`config.mk`:
```
export PLATFORM = sky130hd
export DESIGN_NAME = pc_redirect_unit
export DESIGN_NICKNAME = d
export VERILOG_FILES = /design/src/rtl/pc_redirect_unit.sv
export SDC_FILE = /design/constraint.sdc
export NUM_CORES = 1
export LEC_CHECK = 0
export ABC_CLOCK_PERIOD_IN_PS = 2500
export CAP_MARGIN = 20
export CORE_UTILIZATION = 46
export DETAILED_ROUTE_END_ITERATION = 8
export PLACE_DENSITY_LB_ADDON = 0.1
export REMOVE_ABC_BUFFERS = 1
export SYNTH_ARGS = -nofsm -noshare
export SYNTH_HDL_FRONTEND = slang
export SYNTH_SLANG_ARGS = --single-unit
```
`constraint.sdc`:
```
create_clock -name clk -period 2.5 [get_ports clk]
set_input_delay 0.5 -clock clk [delete_from_list [all_inputs] [get_ports clk]]
set_output_delay 0.5 -clock clk [all_outputs]
set_load 0.01 [all_outputs]
```
`src/rtl/pc_redirect_unit.sv`:
```
// pc_redirect_unit: IF-stage program counter with prioritised next-PC selection.
// Sources, highest first: exception vector, ERET return address, stall hold,
// live branch/jump target, buffered branch target, sequential pc + 4.
// A branch that resolves while fetch is stalled is parked in a one-entry
// buffer and applied on the first unstalled edge without an extra bubble.
// fetch_adel flags the current pc for CP0; this unit never redirects on it.
module pc_redirect_unit #(
  parameter int               WIDTH        = 32,
  parameter logic [WIDTH-1:0] RESET_VECTOR = WIDTH'(32'h0000_3000),
  parameter logic [WIDTH-1:0] EXC_VECTOR   = WIDTH'(32'h0000_4180),
  parameter logic [WIDTH-1:0] ADDR_LO      = WIDTH'(32'h0000_3000),
  parameter logic [WIDTH-1:0] ADDR_HI      = WIDTH'(32'h0000_6FFC)
) (
  input  logic             clk,
  input  logic             reset,
  input  logic             stall,
  input  logic             br_valid,
  input  logic [WIDTH-1:0] br_target,
  input  logic             exc_valid,
  input  logic             eret_valid,
  input  logic [WIDTH-1:0] epc,
  output logic [WIDTH-1:0] pc,
  output logic [WIDTH-1:0] pc_plus4,
  output logic             redirect_pending,
  output logic             fetch_adel
);

  logic [WIDTH-1:0] pend_target;
  logic             pend_valid;
  logic [WIDTH-1:0] pc_next;
  logic [WIDTH-1:0] pend_target_next;
  logic             pend_valid_next;

  // Sequential successor wraps modulo 2^WIDTH by plain truncation.
  function automatic logic [WIDTH-1:0] seq_next(input logic [WIDTH-1:0] cur);
    seq_next = cur + WIDTH'(4);
  endfunction

  // Misaligned or outside the legal fetch window (unsigned compare).
  function automatic logic addr_bad(input logic [WIDTH-1:0] a);
    addr_bad = (a[1:0] != 2'b00) || (a < ADDR_LO) || (a > ADDR_HI);
  endfunction

  // Next-state selection by fixed priority; exception and ERET ignore stall.
  always_comb begin
    pc_next          = seq_next(pc);
    pend_valid_next  = pend_valid;
    pend_target_next = pend_target;
    if (exc_valid) begin
      pc_next         = EXC_VECTOR;
      pend_valid_next = 1'b0;
    end else if (eret_valid) begin
      pc_next         = epc;
      pend_valid_next = 1'b0;
    end else if (stall) begin
      pc_next = pc;
      if (br_valid) begin
        // A newer branch overwrites whatever was already buffered.
        pend_valid_next  = 1'b1;
        pend_target_next = br_target;
      end
    end else if (br_valid) begin
      // The live target supersedes any buffered one.
      pc_next         = br_target;
      pend_valid_next = 1'b0;
    end else if (pend_valid) begin
      pc_next         = pend_target;
      pend_valid_next = 1'b0;
    end
  end

  // State registers; reset overrides every other input.
  always_ff @(posedge clk) begin
    if (reset) begin
      pc          <= RESET_VECTOR;
      pend_valid  <= 1'b0;
      pend_target <= '0;
    end else begin
      pc          <= pc_next;
      pend_valid  <= pend_valid_next;
      pend_target <= pend_target_next;
    end
  end

  assign pc_plus4         = seq_next(pc);
  assign fetch_adel       = addr_bad(pc);
  assign redirect_pending = pend_valid;

endmodule

```
==> flow_metrics.env, run 1 <==
export IMPL_std_cell_rows=33
export IMPL_total_power_density_per_cell_area_mw_per_mm2=452.9
export IMPL_tritoncts="done"
export IMPL_minimum_period_implied_by_the_final_worst_setup_slack_ns=2.447
export IMPL_post_route_drc_count=0
export IMPL_crit_reg2reg_launch="pc[5]$_SDFFE_PP0P_"
export IMPL_diodes=0
export IMPL_flow_area_growth_from_synthesis_pct=54.94
export IMPL_final_cell_mix="sky130_fd_sc_hd__clkdlybuf4s50_1 (110), sky130_fd_sc_hd__nand2_1 (92), sky130_fd_sc_hd__buf_4 (70), sky130_fd_sc_hd__dfxtp_1 (59), sky130_fd_sc_hd__a21oi_1 (51)"
export IMPL_die_height_um=94.26
export IMPL_setup_worst_path_start_class="flip-flop"
export IMPL_regArea_mm2=0.001309
export IMPL_clk_path_buf_depth=2
export IMPL_crit_chain="and4_4, buf_4, and4_4, nand4_1, xnor2_2, dlygate4sd2_1"
export IMPL_worst_path_buf_inv=2
export IMPL_path_delay_family="simple AND/OR/NAND/NOR gates"
export IMPL_setup_worst_path_end_class="output port"
export IMPL_synth_seq_cells=65
export IMPL_dpl_hpwl_um=10410
export IMPL_dominantRegCellSynth="sky130_fd_sc_hd__dfxtp_1"
export IMPL_synth_top_cells_by_area="sky130_fd_sc_hd__dfxtp_1 (33%), sky130_fd_sc_hd__nand2_1 (8.8%), sky130_fd_sc_hd__a21oi_1 (6.5%)"
export IMPL_max_freq_ghz=0.4087
export IMPL_syn_instance_count=517
export IMPL_synthDominantAreaCellType="sky130_fd_sc_hd__dfxtp_1"
export IMPL_drt_antenna_violating_nets=0
export IMPL_finalSetupViolCount=0
export IMPL_synth_warnings=0
export IMPL_tritoncts_num_buffers=9
export IMPL_cts_root_buffer_type="sky130_fd_sc_hd__clkbuf_8"
export IMPL_synth_enable_flop_cells=0
export IMPL_number_of_nets_in_the_finished_design=764
export IMPL_path_max_fanout=5
export IMPL_cts_htree_levels=3
export IMPL_r2r_cells=7
export IMPL_gr_total_overflow=0
export IMPL_timing_hold_ws_ns=0.4546
export IMPL_hold_viol_final=0
export IMPL_grt_first_pass_wirelength_um=22420
export IMPL_hold_buffers=0
export IMPL_insertion_delay_ns=0.35
export IMPL_grt_pass1_vias=4321
export IMPL_drtIter0Drc=372
export IMPL_ir_worst_vdd_mv=0.2717
export IMPL_required_ns=2.00
export IMPL_finalNonFillerCells=802
export IMPL_viasPerCell=5.901
export IMPL_synth_top_cell_area_share=0.3324
export IMPL_regToRegSetupSlack_ns=0.62
export IMPL_asyncSetResetFlopFracSynth=0
export IMPL_post_synth_instance_area_mm2=0.003915
export IMPL_gpl_final_weighted_congestion=0.8982
export IMPL_cell_count_of_the_worst_hold_path=2
export IMPL_all_layer_gr_usage=0.3338
export IMPL_number_of_antenna_violations_at_the_first_check_in_global_routing=0
export IMPL_startpoint="pc[5]$_SDFFE_PP0P_"
export IMPL_timing_max_cap_violations=0
export IMPL_routed_wl_um=14510
export IMPL_initial_core_util=0.4765
export IMPL_drt_pre_antenna_iters=6
export IMPL_fillerInstances=665
export IMPL_finalCritPeriodShare=0.9788
export IMPL_drv_slew=0
export IMPL_design_portCount=136
export IMPL_unrepaired_setup_endpoints_after_global_routing="true"
export IMPL_relSlewSlack=0.6772
export IMPL_min_delay_path_class="reg -> reg"
export IMPL_place_detailed_instances=777
export IMPL_fp_coreArea_mm2=0.008217
export IMPL_grt_start_max_net_pins=33
export IMPL_worst_slew_pin_slew_ns=0.4719
export IMPL_slowest_stage="sky130_fd_sc_hd__dfxtp_2"
export IMPL_worstReg2RegEnd="pc[13]$_SDFFE_PP1P_"
export IMPL_tns_ns=0
export IMPL_die_width_um=94.26
export IMPL_route_vias_total=4733
export IMPL_yosysSeqAreaShare=0.3324
export IMPL_multi_input_area_mm2=0.002466
export IMPL_drive_above_1_share=0.1923
export IMPL_io_buffer_count=135
export IMPL_cts_sinks=65
export IMPL_outcome="finished clean"
export IMPL_ys_types=54
export IMPL_die_area_mm2=0.008884
export IMPL_p_leak_nw=2.383
export IMPL_layout_cells_most_common="sky130_fd_sc_hd__clkdlybuf4s50_1"
export IMPL_final_util=0.7382
export IMPL_clk_pin_slew_ns=0.07
export IMPL_synthesis_area_per_instance_um2=7.573
export IMPL_cp_slowest_stage_delay_ns=0.35
export IMPL_critPathKind="reg -> out"
export IMPL_place_area_mm2=0.005709
export IMPL_crit_path_top_cell_by_count="sky130_fd_sc_hd__and4_4"
export IMPL_fin_worst_skew_ns=0.01551
export IMPL_layout_cell_area_non_filler_mm2=0.006066
export IMPL_routedWlPerCell_um=18.09
export IMPL_worst_endpoint_arrival_ns=1.95
export IMPL_min_delay_start="pend_target[5]$_SDFFE_PP0P_"
export IMPL_worstHoldEndpoint="pend_target[5]$_SDFFE_PP0P_"
==> cell type report <==
cell class	instances	area share
Clock buffer	13	0.02950
Clock inverter	2	0.005776
Inverter	17	0.01052
Multi-Input combinational cell	392	0.4066
Sequential cell	65	0.2158
Tap cell	105	0.02166
Timing Repair Buffer	208	0.3102
==> stage by stage <==
stage | setup slack (ns) | power, mW
final | 0.05298 | 2.747
after global routing | -0.03974 | 2.845
after CTS | -0.06850 | 2.739
after detailed placement | 0.003501 | 1.780
after global placement | 0.03970 | 1.773
after floorplan | -0.1238 | 1.365
==> state kept, by name (all words and copies together) (netlist names), named ones only <==
name,count
pc,30
redirect_pending,1
pend_target,32
==> report_power, final <==
group | switching [mW] | total (mW) | internal (mW)
sequential | 0.0323 | 1.11 | 1.08
clock | 0.417 | 0.980 | 0.563
combinational | 0.314 | 0.659 | 0.345
==> repair_timing <==
item	in CTS	in global routing
setup endpoints to repair	25	14
buffers inserted	5	4
pin swaps	9	9
resized for setup	48	19
cloned	1	0
==> worst reg2reg max path: stages (launching register included) <==
cell and delay [ns]:
sky130_fd_sc_hd__dfxtp_2 0.35, sky130_fd_sc_hd__and4_4 0.24, sky130_fd_sc_hd__buf_4 0.12, sky130_fd_sc_hd__and4_4 0.26, sky130_fd_sc_hd__buf_4 0.15, sky130_fd_sc_hd__nand3_4 0.08, sky130_fd_sc_hd__or3_1 0.36, sky130_fd_sc_hd__a31oi_1 0.24
==> synth_stat cells, drive strengths merged (5+ instances only) <==
library cell,n
a21oi,51
a221o,14
a221oi,12
a31o,6
a31oi,5
a32o,6
and3,6
buf,17
clkbuf,27
dfxtp,65
inv,17
mux2i,5
nand2,92
nand2b,12
nand3,12
nand4,22
nor2,35
nor3,12
nor4,6
o21ai,16
o31ai,5
or3,5
xnor2,25
==> metal layers <==
layer | wire length, um | track usage | vias up
li1 | - | - | 2229
met1 | 6261 | 0.4460 | 2237
met2 | 6771 | 0.5399 | 235
met3 | 1139 | 0.04854 | 32
met4 | 337 | 0.1244 | 0
met5 | 0 | 0 | -
==> kinds of logic after synthesis <==
kind of cell	after synthesis	share of synthesized area
flops	65	0.3324
fa+ha+maj	1	0.003195
mux	5	0.01278
simple gates	212	0.2598
buf+inv	61	0.07031
xor+xnor	29	0.06488
compound gates	144	0.2566
==> worst max path at each step <==
stage          cells after the start  slack, ns                     endpoint
2_1_floorplan                      4      -0.12  pend_target[0]$_SDFFE_PP0P_
3_3_place_gp                       7       0.04                 pc_plus4[28]
3_5_place_dp                       7      0.004                 pc_plus4[28]
4_1_cts                            8      -0.07                 pc_plus4[15]
5_1_grt                            7      -0.04                 pc_plus4[16]
6_report                           6       0.05                 pc_plus4[23]
(Power assumes the default switching activity.)
==> run 2: changes to the inputs <==
--- a/config.mk
+++ b/config.mk
@@ -5,11 +5,11 @@
 export SDC_FILE = /design/constraint.sdc
 export NUM_CORES = 1
 export LEC_CHECK = 0
-export ABC_CLOCK_PERIOD_IN_PS = 2500
 export CAP_MARGIN = 20
 export CORE_UTILIZATION = 46
+export CTS_CLUSTER_SIZE = 28
 export DETAILED_ROUTE_END_ITERATION = 8
-export PLACE_DENSITY_LB_ADDON = 0.1
+export PLACE_DENSITY = 0.84
 export REMOVE_ABC_BUFFERS = 1
 export SYNTH_ARGS = -nofsm -noshare
 export SYNTH_HDL_FRONTEND = slang
==> run 2 against run 1 <==
  * Flip-flop and latch count did not move
  * Clock skew fell by 0.010 ns
  * Design area fell by 0.58%
  * Maximum frequency fell by 1.5%
  * First-iteration DRC count rose by 6.7%
  * Critical path depth fell by 1
  * Count of clock-buffer cells in the layout fell by 3
  * Final cell count fell by 0.50%
  * Non-clock buffer count fell by 5
  * Via count rose by 2.4%
  * Critical path type unchanged
==> flow_metrics.env, run 2 (synthesized netlist as in run 1, its figures left out) <==
export IMPL_outcome="finished clean"
export IMPL_die_width_um=94.26
export IMPL_crit_chain="and3_2, and4_4, nand4_1, xnor2_1, dlygate4sd2_1"
export IMPL_r2r_cells=10
export IMPL_post_route_drc_count=0
export IMPL_worst_endpoint_arrival_ns=1.98
export IMPL_worst_path_buf_inv=1
export IMPL_regToRegSetupSlack_ns=0.41
export IMPL_timing_hold_ws_ns=0.4557
export IMPL_crit_reg2reg_launch="pc[3]$_SDFFE_PP0P_"
export IMPL_drt_antenna_violating_nets=0
export IMPL_design_portCount=136
export IMPL_insertion_delay_ns=0.35
export IMPL_timing_max_cap_violations=0
export IMPL_grt_pass1_vias=4525
export IMPL_critPathKind="reg -> out"
export IMPL_path_delay_family="simple AND/OR/NAND/NOR gates"
export IMPL_initial_core_util=0.4765
export IMPL_relSlewSlack=0.6461
export IMPL_tritoncts_num_buffers=9
export IMPL_io_buffer_count=135
export IMPL_setup_worst_path_end_class="output port"
export IMPL_cp_slowest_stage_delay_ns=0.39
export IMPL_p_leak_nw=2.369
export IMPL_minimum_period_implied_by_the_final_worst_setup_slack_ns=2.485
export IMPL_all_layer_gr_usage=0.3356
export IMPL_die_height_um=94.26
export IMPL_unrepaired_setup_endpoints_after_global_routing="true"
export IMPL_max_freq_ghz=0.4024
export IMPL_worstReg2RegEnd="pc[28]$_SDFFE_PP0P_"
export IMPL_hold_buffers=0
export IMPL_finalSetupViolCount=0
export IMPL_finalCritPeriodShare=0.9939
export IMPL_largest_register_ff_count=32
export IMPL_fin_worst_skew_ns=0.005272
export IMPL_layout_cells_most_common="sky130_fd_sc_hd__clkdlybuf4s50_1"
export IMPL_cts_root_buffer_type="sky130_fd_sc_hd__clkbuf_8"
export IMPL_routed_wl_um=15240
export IMPL_dpl_hpwl_um=10680
export IMPL_drv_slew=0
export IMPL_flow_area_growth_from_synthesis_pct=54.04
export IMPL_gpl_final_weighted_congestion=0.9688
export IMPL_total_power_density_per_cell_area_mw_per_mm2=433.0
export IMPL_slowest_stage="sky130_fd_sc_hd__dfxtp_1"
export IMPL_worst_slew_pin_slew_ns=0.5303
export IMPL_final_cell_mix="sky130_fd_sc_hd__clkdlybuf4s50_1 (109), sky130_fd_sc_hd__nand2_1 (92), sky130_fd_sc_hd__buf_4 (65), sky130_fd_sc_hd__dfxtp_1 (55), sky130_fd_sc_hd__a21oi_1 (51)"
export IMPL_die_area_mm2=0.008884
export IMPL_totalPowerFinal_mw=2.611
export IMPL_min_delay_start="pend_target[3]$_SDFFE_PP0P_"
export IMPL_drt_pre_antenna_iters=5
export IMPL_setup_worst_path_start_class="flip-flop"
export IMPL_gr_total_overflow=0
export IMPL_min_delay_path_class="reg -> reg"
export IMPL_cts_htree_levels=3
export IMPL_ir_worst_vdd_mv=0.3146
export IMPL_grt_start_max_net_pins=42
export IMPL_viasPerCell=6.073
export IMPL_number_of_antenna_violations_at_the_first_check_in_global_routing=0
export IMPL_fp_coreArea_mm2=0.008217
export IMPL_routedWlPerCell_um=19.09
export IMPL_std_cell_rows=33
export IMPL_clk_pin_slew_ns=0.08
export IMPL_worstHoldEndpoint="pend_target[3]$_SDFFE_PP0P_"
export IMPL_cts_sinks=65
export IMPL_top_register="pend_target"
export IMPL_required_ns=2.00
export IMPL_route_vias_total=4846
export IMPL_tritoncts="done"
export IMPL_cell_count_of_the_worst_hold_path=2
export IMPL_drtIter0Drc=397
export IMPL_grt_first_pass_wirelength_um=22580
export IMPL_clk_path_buf_depth=2
export IMPL_hold_viol_final=0
export IMPL_diodes=0
export IMPL_path_max_fanout=5
export IMPL_drive_above_1_share=0.2049
export IMPL_number_of_nets_in_the_finished_design=759
[run 2: cell types whose count changed in the layout (fill, tap and decap cells not counted), sizes merged]
cell | previous run | this run
buf | 77 | 72
dlymetal6s2s | 0 | 2
clkdlybuf4s15 | 2 | 0
clkinvlp | 0 | 4
clkbuf | 16 | 14
bufinv | 1 | 0
clkinv | 1 | 2
clkdlybuf4s50 | 110 | 109
[run 2: layout make-up]
| class | count | area (um2) |
|---|---|---|
| clock inverter | 6 | 43.79 |
| clock buffer | 10 | 137.6 |
| sequential | 65 | 1314 |
| timing repair buffer | 203 | 1827 |
| inverter | 17 | 63.81 |
| tap | 105 | 131.4 |
| multi-input combinational | 392 | 2514 |
| fill | 640 | 2186 |
[run 2: worst min-delay path: stages, from the launching register on]
cell,delay (ns)
sky130_fd_sc_hd__dfxtp_1,0.31
sky130_fd_sc_hd__nand2_1,0.05
sky130_fd_sc_hd__a21oi_1,0.05
[run 2: worst max path at each step]
stage                                  endpoint                 from  cells after the start  slack (ns)
floorplan           pend_target[0]$_SDFFE_PP0P_           eret_valid                      4       -0.12
global placement                   pc_plus4[28]  pc[14]$_SDFFE_PP0P_                      6        0.11
detailed placement                 pc_plus4[28]   pc[2]$_SDFFE_PP0P_                      7        0.08
CTS                                 pc_plus4[9]   pc[7]$_SDFFE_PP0P_                      5       0.009
global route                       pc_plus4[28]   pc[2]$_SDFFE_PP0P_                      8       -0.13
finish                             pc_plus4[31]  pc[10]$_SDFFE_PP0P_                      5        0.02
[run 2: timing repair]
action	in CTS	in global routing
gates cloned	0	1
resized for setup	46	36
pin swaps	12	17
buffers inserted	9	5
setup endpoints to repair	23	22
endpoints found under the hold margin	0	0
[run 2: report_power, final]
group	total [mW]	switching, mW	internal [mW]
clock network	0.839	0.453	0.386
registers	1.11	0.0379	1.08
logic	0.658	0.321	0.338
[run 2: metrics by stage]
stage          setup TNS, ns  instance area, um2  instances  utilization  setup slack, ns
6_report                   0                6031        798       0.7340          0.01521
5_1_grt              -0.4760                6031        798       0.7340          -0.1323
4_1_cts                    0                5927        792       0.7213         0.008532
3_5_place_dp               0                5609        767       0.6827          0.08375
3_3_place_gp               0                5609        767       0.6827           0.1075
2_1_floorplan         -3.961                3704        473            -          -0.1238
[run 2: per-layer routing]
metal,global-route usage,routed length [um],vias to the layer above
li1,-,-,2222
met1,0.4157,5949,2249
met2,0.5574,7360,314
met3,0.06311,1371,61
met4,0.1564,554,0
met5,0,0,-
